`config.mk`:
```
export PLATFORM = sky130hd
export DESIGN_NAME = freq_duty_meter
export DESIGN_NICKNAME = d
export VERILOG_FILES = /design/src/rtl/freq_duty_meter.sv
export SDC_FILE = /design/constraint.sdc
export NUM_CORES = 1
export LEC_CHECK = 0
export CAP_MARGIN = 0
export CORE_ASPECT_RATIO = 1.75
export CORE_UTILIZATION = 48
export CTS_CLUSTER_DIAMETER = 40
export DETAILED_ROUTE_END_ITERATION = 12
export GPL_ROUTABILITY_DRIVEN = 0
export GPL_TIMING_DRIVEN = 0
export PLACE_DENSITY = 0.73
export SLEW_MARGIN = 10
export SYNTH_ARGS = -nofsm -noshare
export SYNTH_HDL_FRONTEND = slang
export SYNTH_SLANG_ARGS = --single-unit
```
`constraint.sdc`:
```
create_clock -name freq_source -period 13.4 [get_ports freq_source]
set_input_delay 2.68 -clock freq_source [delete_from_list [all_inputs] [get_ports freq_source]]
set_output_delay 2.68 -clock freq_source [all_outputs]
set_load 0.01 [all_outputs]
```
`src/rtl/freq_duty_meter.sv`:
```
// Gate-window frequency and duty-cycle meter: freq_valid at T+1, duty_valid at T+DIV_BITS+1.
// Results are one-cycle pulses with no backpressure; data holds between pulses.
module freq_duty_meter #(
   parameter logic [31:0] GATE_CYCLES = 32'd100000000,
   parameter int unsigned DIV_BITS    = 48
) (
   input  logic        freq_source,
   input  logic        rst_n,
   input  logic        sig_in,
   output logic [31:0] freq_data,
   output logic        freq_valid,
   output logic [15:0] duty_data,
   output logic        duty_valid,
   output logic        edge_sat
);
   localparam int unsigned SW = $clog2(DIV_BITS);

   typedef enum logic [1:0] {IDLE, DIV, DONE} state_t;

   logic                s1_q, s2_q, s3_q;
   logic [31:0]         gate_cnt_q, edge_cnt_q, high_cnt_q, freq_data_q;
   logic                sat_q, edge_sat_q, freq_valid_q;
   logic [31:0]         rem_q, rem_d;
   logic [DIV_BITS-1:0] num_q, num_d;
   logic [SW-1:0]       step_q, step_d;
   logic [15:0]         duty_q, duty_d;
   state_t              state_q, state_d;

   logic                gate_end, rise, edge_inc, sat_nxt;
   logic [31:0]         edge_nxt, high_tot;
   logic [32:0]         trial;

   assign rise     = s2_q & ~s3_q;
   assign gate_end = (gate_cnt_q == GATE_CYCLES - 32'd1);
   assign edge_inc = rise & (edge_cnt_q != 32'hFFFF_FFFF);
   assign edge_nxt = edge_cnt_q + {31'd0, edge_inc};
   assign sat_nxt  = sat_q | (edge_nxt == 32'hFFFF_FFFF);
   // Totals include the gate-end cycle's own contribution.
   assign high_tot = high_cnt_q + {31'd0, s2_q};

   always_ff @(posedge freq_source or negedge rst_n) begin
      if (!rst_n) begin
         s1_q         <= 1'b0;
         s2_q         <= 1'b0;
         s3_q         <= 1'b0;
         gate_cnt_q   <= '0;
         edge_cnt_q   <= '0;
         high_cnt_q   <= '0;
         sat_q        <= 1'b0;
         freq_data_q  <= '0;
         freq_valid_q <= 1'b0;
         edge_sat_q   <= 1'b0;
         state_q      <= IDLE;
         num_q        <= '0;
         rem_q        <= '0;
         step_q       <= '0;
         duty_q       <= '0;
      end else begin
         s1_q         <= sig_in;
         s2_q         <= s1_q;
         s3_q         <= s2_q;
         freq_valid_q <= gate_end;
         if (gate_end) begin
            gate_cnt_q  <= '0;
            edge_cnt_q  <= '0;
            high_cnt_q  <= '0;
            sat_q       <= 1'b0;
            freq_data_q <= edge_nxt;
            edge_sat_q  <= sat_nxt;
         end else begin
            gate_cnt_q  <= gate_cnt_q + 32'd1;
            edge_cnt_q  <= edge_nxt;
            high_cnt_q  <= high_tot;
            sat_q       <= sat_nxt;
         end
         state_q <= state_d;
         num_q   <= num_d;
         rem_q   <= rem_d;
         step_q  <= step_d;
         duty_q  <= duty_d;
      end
   end

   // Restoring divider: quotient bits shift into num_q as numerator bits shift out.
   always_comb begin
      state_d    = state_q;
      num_d      = num_q;
      rem_d      = rem_q;
      step_d     = step_q;
      duty_d     = duty_q;
      duty_valid = 1'b0;
      trial      = {rem_q, num_q[DIV_BITS-1]};
      case (state_q)
         DIV: begin
            if (trial >= {1'b0, GATE_CYCLES}) begin
               rem_d = trial[31:0] - GATE_CYCLES;
               num_d = {num_q[DIV_BITS-2:0], 1'b1};
            end else begin
               rem_d = trial[31:0];
               num_d = {num_q[DIV_BITS-2:0], 1'b0};
            end
            step_d = step_q - SW'(1);
            if (step_q == '0) begin
               state_d = DONE;
               duty_d  = (num_d > DIV_BITS'(10000)) ? 16'd10000 : num_d[15:0];
            end
         end
         DONE: begin
            duty_valid = 1'b1;
            state_d    = IDLE;
         end
         default: ;
      endcase
      // A new gate always (re)starts the divider; a stale divide is dropped.
      if (gate_end) begin
         state_d = DIV;
         num_d   = DIV_BITS'(high_tot) * DIV_BITS'(10000);
         rem_d   = '0;
         step_d  = SW'(DIV_BITS - 1);
      end
   end

   assign freq_data  = freq_data_q;
   assign freq_valid = freq_valid_q;
   assign duty_data  = duty_q;
   assign edge_sat   = edge_sat_q;

endmodule

```
==> metrics.txt, run 1 <==
status completed; Starting Density 0.4862; Worst Path Arrival 7900 ps; DR vias between 10000 and 15000; met3 usage 0.01885; Core Footprint between 30000 and 40000 um^2; final-report max-slew violation count 0; drc violations 0; worst hold stages 0; synthesized area per cell 9.217 um^2; Setup Buffers After CTS 0; WP data required between 10000 and 15000 ps; Pleak just over 9 nW; relative slew slack 0.2914; CP max FO 8; Worst-Skew Late Latency between 500 and 600 ps; main flop type after synthesis dfrtp_1; period utilisation layout 0.5570; RSZ-0062 raised after global routing false; Filler cells around 3000; TritonCTS Buffers 25; Worst Setup Path Type reg2reg; grt ovf 0; cell chosen for the clock root clkbuf_16; first-pass GRT wire length around 64000 um; Non-Filler Instances roughly 2300; Post-synth EDFFs 0; Total Wirelength approximately 38000 um; final worst slack 5937 ps; Die Width 141.5 um; synth warn 0; final setup vio count 0; Final nets 2069; met1 Use GR 0.2405; Worst Tran Pin Value around 1000 ps; GRT Util Overall 0.2290; endpoints failing hold 0; crit path launch type flip-flop; initial antenna violation count 0; Yosys cell types 64; Seq/Total Area, Yosys 0.3642; Area Overhead vs Synth 12.37%; Worst Skew 17.42 ps; register area roughly 6000 um^2; most common cell after layout, fill and taps aside dfrtp_1; port bufs 53; I/O pin cnt 54; Reg2Reg Depth 22; Tmin final around 7500 ps; Antenna Diode Count 0; CP endpoint kind flip-flop; die area about 35000 um^2; ys async rst share 1.000; hold path start s1_q; most frequent cells in the layout dfrtp_1, inv_1, nand2_1, nor2_1, ha_1; Max-cap violations 0; worst setup path start high_cnt_q[1]; r2r startpoint high_cnt_q[1]; CTS H-tree depth 1; busiest grt layer met2; first drt pass iteration count 5; CTS clk-pin slew, worst paths approximately 70 ps; wire per inst 16.44 um; multi-input logic area between 9000 and 10000 um^2; Synth Register Bits 238; vias in the first global route 13349; VDD IR max 0.1807 mV; Syn Std Cell Area about 16000 um^2; Iter 0 DRT Violations roughly 580; fmax approximately 0.13 GHz; layout cells sized above 1 0.03310; post-DP HPWL around 30000 um; worst min path class reg2reg; CTS Sinks between 200 and 250; synthesized instance count ~1800; PwrDens roughly 140 nW/um^2; # rows between 80 and 90; Inst Count DP about 2300; Die H around 250 um; GRT met2 Usage 0.4464; via/cell ratio between 5 and 6; post-CTS resize count 0; Detail Route Antenna Nets 0; Total Power 2.583 mW; worst slack, placed between 6000 and 7000 ps; TritonCTS clock tree built; Net Count, Synth 1987; Post-CTS Hold Fix Bufs 0; largest net degree at the start of global routing 114; worst-case clock buffer depth 3
per-layer routing:
metal	routed length (um)	vias up	part of all wire
met5	0	-	0
met4	1869	0	0.049
met3	1048	110	0.027
met2	21030	273	0.55
met1	14320	6250	0.37
li1	-	6120	-
power by group:
group          internal (mW)  switching, mW
Combinational          0.449          0.641
Clock                  0.431          0.306
Sequential             0.737         0.0185
synthesized netlist by cell type, drive strengths merged, types with 5 or more instances:
master	number	area (um^2)
and3	47	297.8
o31ai	5	37.54
a22o	7	61.31
o21a	6	45.04
nand2	170	638.1
nor4	21	131.4
ha	127	1589
xnor2	73	646.9
o21bai	9	67.56
nand2b	7	43.79
nor3	19	95.09
and4	12	106.4
or3	18	112.6
a31oi	7	43.79
inv	211	792.0
nor2b	12	75.07
nand3	58	290.3
buf	5	37.54
and2	7	43.79
nor2	170	638.1
a211oi	27	202.7
dfrtp	238	5956
nand4	26	162.7
fa	83	1662
clkbuf	64	244.0
o21ai	57	285.3
o211ai	5	37.54
xor2	63	551.8
mux2i	20	200.2
a21oi	123	615.6
a21o	25	187.7
registers in the layout, summed over array words and instances, names as in the netlist:
signal,count
s3_q,1
s1_q,1
edge_cnt_q,32
duty_data,16
state_q,2
sat_q,1
freq_data,32
s2_q,1
step_q,6
gate_cnt_q,32
freq_valid,1
rem_q,32
num_q,48
edge_sat,1
high_cnt_q,32
final cells by class:
cell class	count	area share
clock inverters	16	0.01178
inverters	211	0.04311
clock buffers	28	0.03521
multi-input cells	1256	0.5073
well taps	455	0.03098
plain buffers	69	0.01532
flip-flops and latches	238	0.3241
repair buffers	55	0.03214
worst paths after layout:
check                                end  slack (ps)
max                            num_q[44]        5940
min                                 s2_q         360
max reg2reg                    num_q[44]        5940
min reg2reg                         s2_q         360
max in group asynchronous      num_q[29]       10510
min in group asynchronous  edge_cnt_q[7]        1990
metrics by stage:
stage	utilization	area (um^2)	hold slack, ps	setup TNS [ps]
after global placement	0.5189	17450	336.0	-39790
after floorplan	-	16350	331.2	0
final	0.5464	18370	362.7	0
after CTS	0.5464	18370	366.7	0
after detailed placement	0.5207	17510	345.6	0
after global routing	0.5464	18370	374.8	0
worst max-delay path, stage by stage (launching register included):
cell and delay [ps]:
dfrtp_1 420, and4_1 300, nand4_1 200, nor2_1 500, and4_1 280, xnor2_1 280
inv_1 250, fa_1 520, ha_1 310, fa_1 480, ha_1 290, inv_1 50
fa_1 490, inv_1 40, ha_1 260, clkbuf_1 310, a21oi_1 150, o21a_1 150
o31ai_1 380, a41oi_1 290, o41ai_1 900, a31oi_1 220, a311oi_1 280
logic make-up (layout without fill, tap and decap cells):
logic type | Yosys count | in the layout | synth area share
AO/OA/AOI/OAI | 297 | 297 | 0.1114
buffers and inverters | 280 | 379 | 0.06566
multiplexers | 21 | 21 | 0.01293
XOR/XNOR | 136 | 136 | 0.07331
AND/OR/NAND/NOR | 592 | 592 | 0.1736
flip-flops | 238 | 238 | 0.3642
adder cells (fa/ha/maj) | 210 | 210 | 0.1988
(Power assumes the default switching activity.)
==> run 2: changes to the inputs <==
PLACE_DENSITY = 0.75   (was 0.73)
clock period = 6 ns   (was 13.4 ns; I/O delays follow)
==> run 2 against run 1 <==
The flow now finishes with violations (negative setup slack). Routed wire length grew 12%. Sequential power is 120% higher. Utilization grew 5.0 points. Highest routed layer unchanged. Die area did not move. Worst setup slack got worse by 6000 ps. Sequential share of layout area fell by 2.7 points. Non-clock buffer count is 63 higher. Critical path depth shrank 1. Via count rose by 5.5%. Combinational power grew 140%.
==> metrics.txt, run 2 (same netlist as run 1, synthesis figures left out) <==
RSZ-0062 raised after global routing true; final setup vio count 1 (+1); post-DP HPWL 30100 um (+0.71%); Post-CTS Hold Fix Bufs 0 (unchanged); worst setup path start high_cnt_q[10]; initial antenna violation count 0 (unchanged); largest net degree at the start of global routing 116 (+1.8%); Tmin final 6017 ps (-1447 ps); worst min path class reg2reg; TritonCTS clock tree built; most common cell after layout, fill and taps aside dfrtp_1; DR vias 13460 (+5.5%); Worst Path Arrival 6460 ps (-1440 ps); period utilisation layout 1.003 (+0.4458); Die Width 141.5 um (unchanged); hold path start s1_q; Starting Density 0.4862 (unchanged); TritonCTS Buffers 26 (+4.0%); max reg flops 48 (unchanged); grt ovf 0 (unchanged); first drt pass iteration count 5 (unchanged); GRT Util Overall 0.2383 (+0.009255); Area Overhead vs Synth 22.62%; I/O pin cnt 54 (unchanged); Worst Setup Path Type reg2reg; Detail Route Antenna Nets 0 (unchanged); most frequent cells in the layout dfrtp_1, inv_1, nand2_1, nor2_1, a21oi_1; Biggest register num_q; via/cell ratio 5.620 (+2.6%); r2r startpoint high_cnt_q[10]; CP max FO 6 (-2); VDD IR max 0.5627 mV (+210%); Iter 0 DRT Violations 674 (+17%); CP endpoint kind flip-flop; # rows 89 (unchanged); endpoints failing hold 0 (unchanged); vias in the first global route 13726 (+2.8%); status complete, but fails checks; Worst Tran Pin Value 954.1 ps (-95.02 ps); layout cells sized above 1 0.1433 (+0.1102); cell chosen for the clock root clkbuf_16; fmax 0.1662 GHz (+24%); PwrDens 302.6 nW/um^2 (+120%); crit path cell chain and3_4 -> nand3_4 -> or3_4 -> nor2_4 -> nand3_2 -> xor2_4 -> inv_1 -> fa_1 -> ha_1 -> fa_1 -> ha_1 -> inv_1 -> fa_1 -> inv_1 -> ha_2 -> nand3_1 -> nor3_1 -> nand2_2 -> a2111oi_4 -> o21ai_1 -> a31o_2; Die H 246.2 um (unchanged); port bufs 53 (unchanged); die area 34830 um^2 (unchanged); final worst slack -16.52 ps (-5953 ps); Worst-Skew Late Latency 550 ps (about the same); final-report max-slew violation count 0 (unchanged); reg-to-reg slack, setup -20 ps (-5950 ps); CTS Sinks 238 (unchanged); crit path launch type flip-flop; slowest cell on the critical path fa_1; worst-case clock buffer depth 3 (unchanged); first-pass GRT wire length 66450 um (+3.7%); Core Footprint 33630 um^2 (unchanged); Pleak 9.724 nW (+4.1%); Max stage delay on crit path 530 ps (-370 ps); WP data required 6440 ps (-7400 ps); failing checks negative setup slack; Antenna Diode Count 0 (unchanged); CTS H-tree depth 1 (unchanged); Total Wirelength 42800 um (+12%); worst slack, placed -1052 ps (-7074 ps); Final nets 2133 (+3.1%); Worst Skew 13.90 ps (-3.524 ps); drc violations 0 (unchanged); Max-cap violations 0 (unchanged); Fin Hold WS 357.0 ps (-5.734 ps); CTS clk-pin slew, worst paths 70 ps (about the same); wire per inst 17.87 um (+8.7%); relative slew slack 0.3639 (+0.07250)
run 2: changes by cell type in the layout (fill, tap and decap cells not counted), moves of 11 or more:
cell,previous run,this run
a21oi_1,123,110
xor2_1,63,45
inv_2,0,22
buf_4,1,64
inv_1,211,189
ha_4,0,22
ha_1,127,99
a21oi_2,0,13
xor2_4,0,11
run 2: per-stage QoR:
step                        util  std cells  cell area (um^2)  setup TNS, ps  total power [mW]
after floorplan                -       1774             16360         -4.361             3.619
after detailed placement  0.5210       2284             17520         -11210             4.174
final                     0.5962       2395             20050         -16.52             6.066
after global routing      0.5962       2395             20050         -821.3             6.544
after CTS                 0.5734       2353             19280         -25.55             6.023
after global placement    0.5192       2282             17460       -1463410             4.074
run 2: worst max-delay path, delay by kind of cell (launching register included):
family,cells,cell delay (ps)
fa+ha+maj,6,2530
flops,1,420
xor+xnor,1,220
compound gates,3,780
buf+inv,3,280
simple gates,8,1690
run 2: path summary, 6_finish.rpt:
| check | to | depth (start not counted) |
|---|---|---|
| setup / recovery | num_q[39] | 21 |
| hold / removal | s2_q | 0 |
| setup reg to reg | num_q[39] | 21 |
| hold reg to reg | s2_q | 0 |
| max in group asynchronous | gate_cnt_q[1] | 2 |
| min in group asynchronous | high_cnt_q[1] | 1 |
run 2: power breakdown:
group | internal (mW) | switching (mW) | total (mW)
sequential | 1.65 | 0.0394 | 1.69
clock | 1.02 | 0.719 | 1.74
combinational | 1.09 | 1.55 | 2.64
total | 3.76 | 2.30 | 6.07
run 2: layer usage:
layer / part of all wire / vias to the layer above / wire length, um / GRT usage
met2: 0.55 / 351 / 23570 / 0.4575
met4: 0.055 / 0 / 2373 / 0.1499
met1: 0.36 / 6723 / 15540 / 0.2442
li1: - / 6240 / - / -
met3: 0.031 / 146 / 1311 / 0.02255
met5: 0 / - / 0 / 0
run 2: final cells by class:
cell class	count	area, um^2
Timing Repair Buffer	126	1162
Clock inverter	18	246.5
Multi-Input combinational cell	1256	10370
Sequential cell	238	5962
Inverter	211	792.0
Fill cell	2690	13580
Buffer	61	251.5
Clock buffer	30	696.9
Tap cell	455	569.3
run 2: repair_timing:
item / 4_1_cts / 5_1_grt
gates resized for setup: 117 / 85
endpoints found under the setup margin: 20 / 17
cloned: 0 / 0
pin swaps: 22 / 54
buffers inserted: 28 / 43
==> run 3: changes to the inputs <==
SLEW_MARGIN = 20   (was 10)
==> run 3 against run 2 <==
The flow still finishes with violations (negative setup slack). Clock power fell by 3%. Clock skew up 12 ps. Fmax is 1.1% lower. Sequential power about the same.
==> metrics.txt, run 3 (same netlist as run 1, synthesis figures left out) <==
Tmin final 6086 ps (+69.23 ps); vias in the first global route 13667 (-0.43%); Reg2Reg Depth 21 (unchanged); multi-input logic area 10340 um^2 (-0.27%); Max-cap violations 0 (unchanged); Iter 0 DRT Violations 674 (unchanged); Worst-Skew Late Latency 560 ps (about the same); worst-case clock buffer depth 3 (unchanged); RSZ-0062 raised after global routing true; Biggest register num_q; max reg flops 48 (unchanged); post-route setup TNS -85.74 ps (-69.23 ps); CP max FO 7 (+1); period utilisation layout 1.014 (+0.01154); most frequent cells in the layout dfrtp_1, inv_1, nand2_1; Worst Setup Path Type reg2reg; Design Area, Final 19860 um^2 (-0.97%); final-report max-slew violation count 0 (unchanged); Starting Density 0.4862 (unchanged); status complete, but fails checks; Total Wirelength 42330 um (-1.1%); r2r startpoint high_cnt_q[1]; fmax 0.1643 GHz (-1.1%); final worst slack -85.74 ps (-69.23 ps); Detail Route Antenna Nets 0 (unchanged); worst setup path start high_cnt_q[1]; CTS H-tree depth 1 (unchanged); CTS clk-pin slew, worst paths 60 ps (about the same); Non-Filler Instances 2380 (-0.63%); worst min path class reg2reg; Die Width 141.5 um (unchanged); worst setup path endpoint num_q[39]; Finished Core Util 0.5904 (-0.005766); Pleak 9.677 nW (-0.49%); initial antenna violation count 0 (unchanged); drc violations 0 (unchanged); die area 34830 um^2 (unchanged); port bufs 53 (unchanged); endpoints failing hold 0 (unchanged); most common cell after layout, fill and taps aside dfrtp_1; first drt pass iteration count 5 (unchanged); GRT Util Overall 0.2386 (+0.0003658); Filler cells 2765 (+2.8%); grt ovf 0 (unchanged); Die H 246.2 um (unchanged); Area Overhead vs Synth 21.43%; register area 5964 um^2 (about the same); relative slew slack 0.3582 (-0.005768); cell chosen for the clock root clkbuf_16; layout cells sized above 1 0.1330 (-0.01031); Worst Tran Pin Value 962.8 ps (+8.651 ps); Core Footprint 33630 um^2 (unchanged); I/O pin cnt 54 (unchanged); largest net degree at the start of global routing 101 (-13%); first-pass GRT wire length 66650 um (+0.29%); VDD IR max 0.4579 mV (-19%); TritonCTS clock tree built; via/cell ratio 5.626 (+0.11%); DR vias 13391 (-0.51%); Inst Count DP 2284 (unchanged); post-DP HPWL 30220 um (+0.41%); Worst Path Arrival 6520 ps (+60 ps); CTS Sinks 238 (unchanged); Worst Skew 26.37 ps (+12.47 ps); PwrDens 304.1 nW/um^2 (+0.50%); Antenna Diode Count 0 (unchanged); worst slack, placed -1024 ps (+28.01 ps); reg-to-reg slack, setup -90 ps (-70 ps); failing checks negative setup slack; final setup vio count 1 (unchanged); Final nets 2118 (-0.70%); wire per inst 17.79 um (-0.47%); CP endpoint kind flip-flop; post-place instance area 17520 um^2 (unchanged); # rows 89 (unchanged); Post-CTS Hold Fix Bufs 0 (unchanged); WP data required 6430 ps (about the same); TritonCTS Buffers 26 (unchanged); R2R Path End num_q[39]; crit path launch type flip-flop
==> run 3: worst max-delay path, stage by stage (launching register included) <==
cell and delay [ps]:
dfrtp_1 370, and4_4 270, nand2_2 80, or3_4 500
nor2_4 190, buf_6 140, xnor2_4 160, inv_2 110
fa_1 590, ha_4 230, fa_1 490, ha_1 300
inv_1 50, fa_1 510, inv_1 50, ha_2 400
nand4_1 200, nor3_2 320, nand2_4 110, a2111oi_2 450
o21ai_0 150, a31o_2 250
==> run 3: worst min-delay path by stage <==
stage               start    to  slack [ps]  cells after the start
floorplan            s1_q  s2_q         330                      0
global placement     s1_q  s2_q         330                      0
detailed placement   s1_q  s2_q         340                      0
CTS                  s1_q  s2_q         350                      0
global route         s1_q  s2_q         360                      0
finish               s1_q  s2_q         350                      0
==> run 3: area by class of cell <==
type / count / share of cell area
Clock buffer: 28 / 0.03415
Tap cell: 455 / 0.02867
Buffer: 61 / 0.01267
Timing Repair Buffer: 111 / 0.05174
Multi-Input combinational cell: 1256 / 0.5208
Sequential cell: 238 / 0.3004
Clock inverter: 20 / 0.01141
Inverter: 211 / 0.04014
==> run 3: report_power, final <==
group	internal, mW	switching (mW)
Sequential	1.65	0.0382
Combinational	1.11	1.57
Clock	0.939	0.743
Total	3.69	2.35
==> run 3: repair_timing <==
action / in CTS / in global routing
resized for setup: 107 / 79
pin swaps: 17 / 34
setup endpoints to repair: 19 / 18
buffers inserted: 28 / 28
==> run 3: metal layers <==
metal | global-route usage | vias up | wire, um
met2 | 0.4645 | 381 | 23330
met1 | 0.2456 | 6640 | 15110
met3 | 0.02138 | 162 | 1458
met5 | 0 | - | 0
li1 | - | 6208 | -
met4 | 0.1360 | 0 | 2437
==> run 3: stage by stage <==
step                hold slack [ps]  power (mW)
floorplan                     331.2       3.619
global placement              334.8       4.074
detailed placement            340.4       4.208
CTS                           349.2       5.977
global route                  363.2       6.530
finish                        347.6       6.038
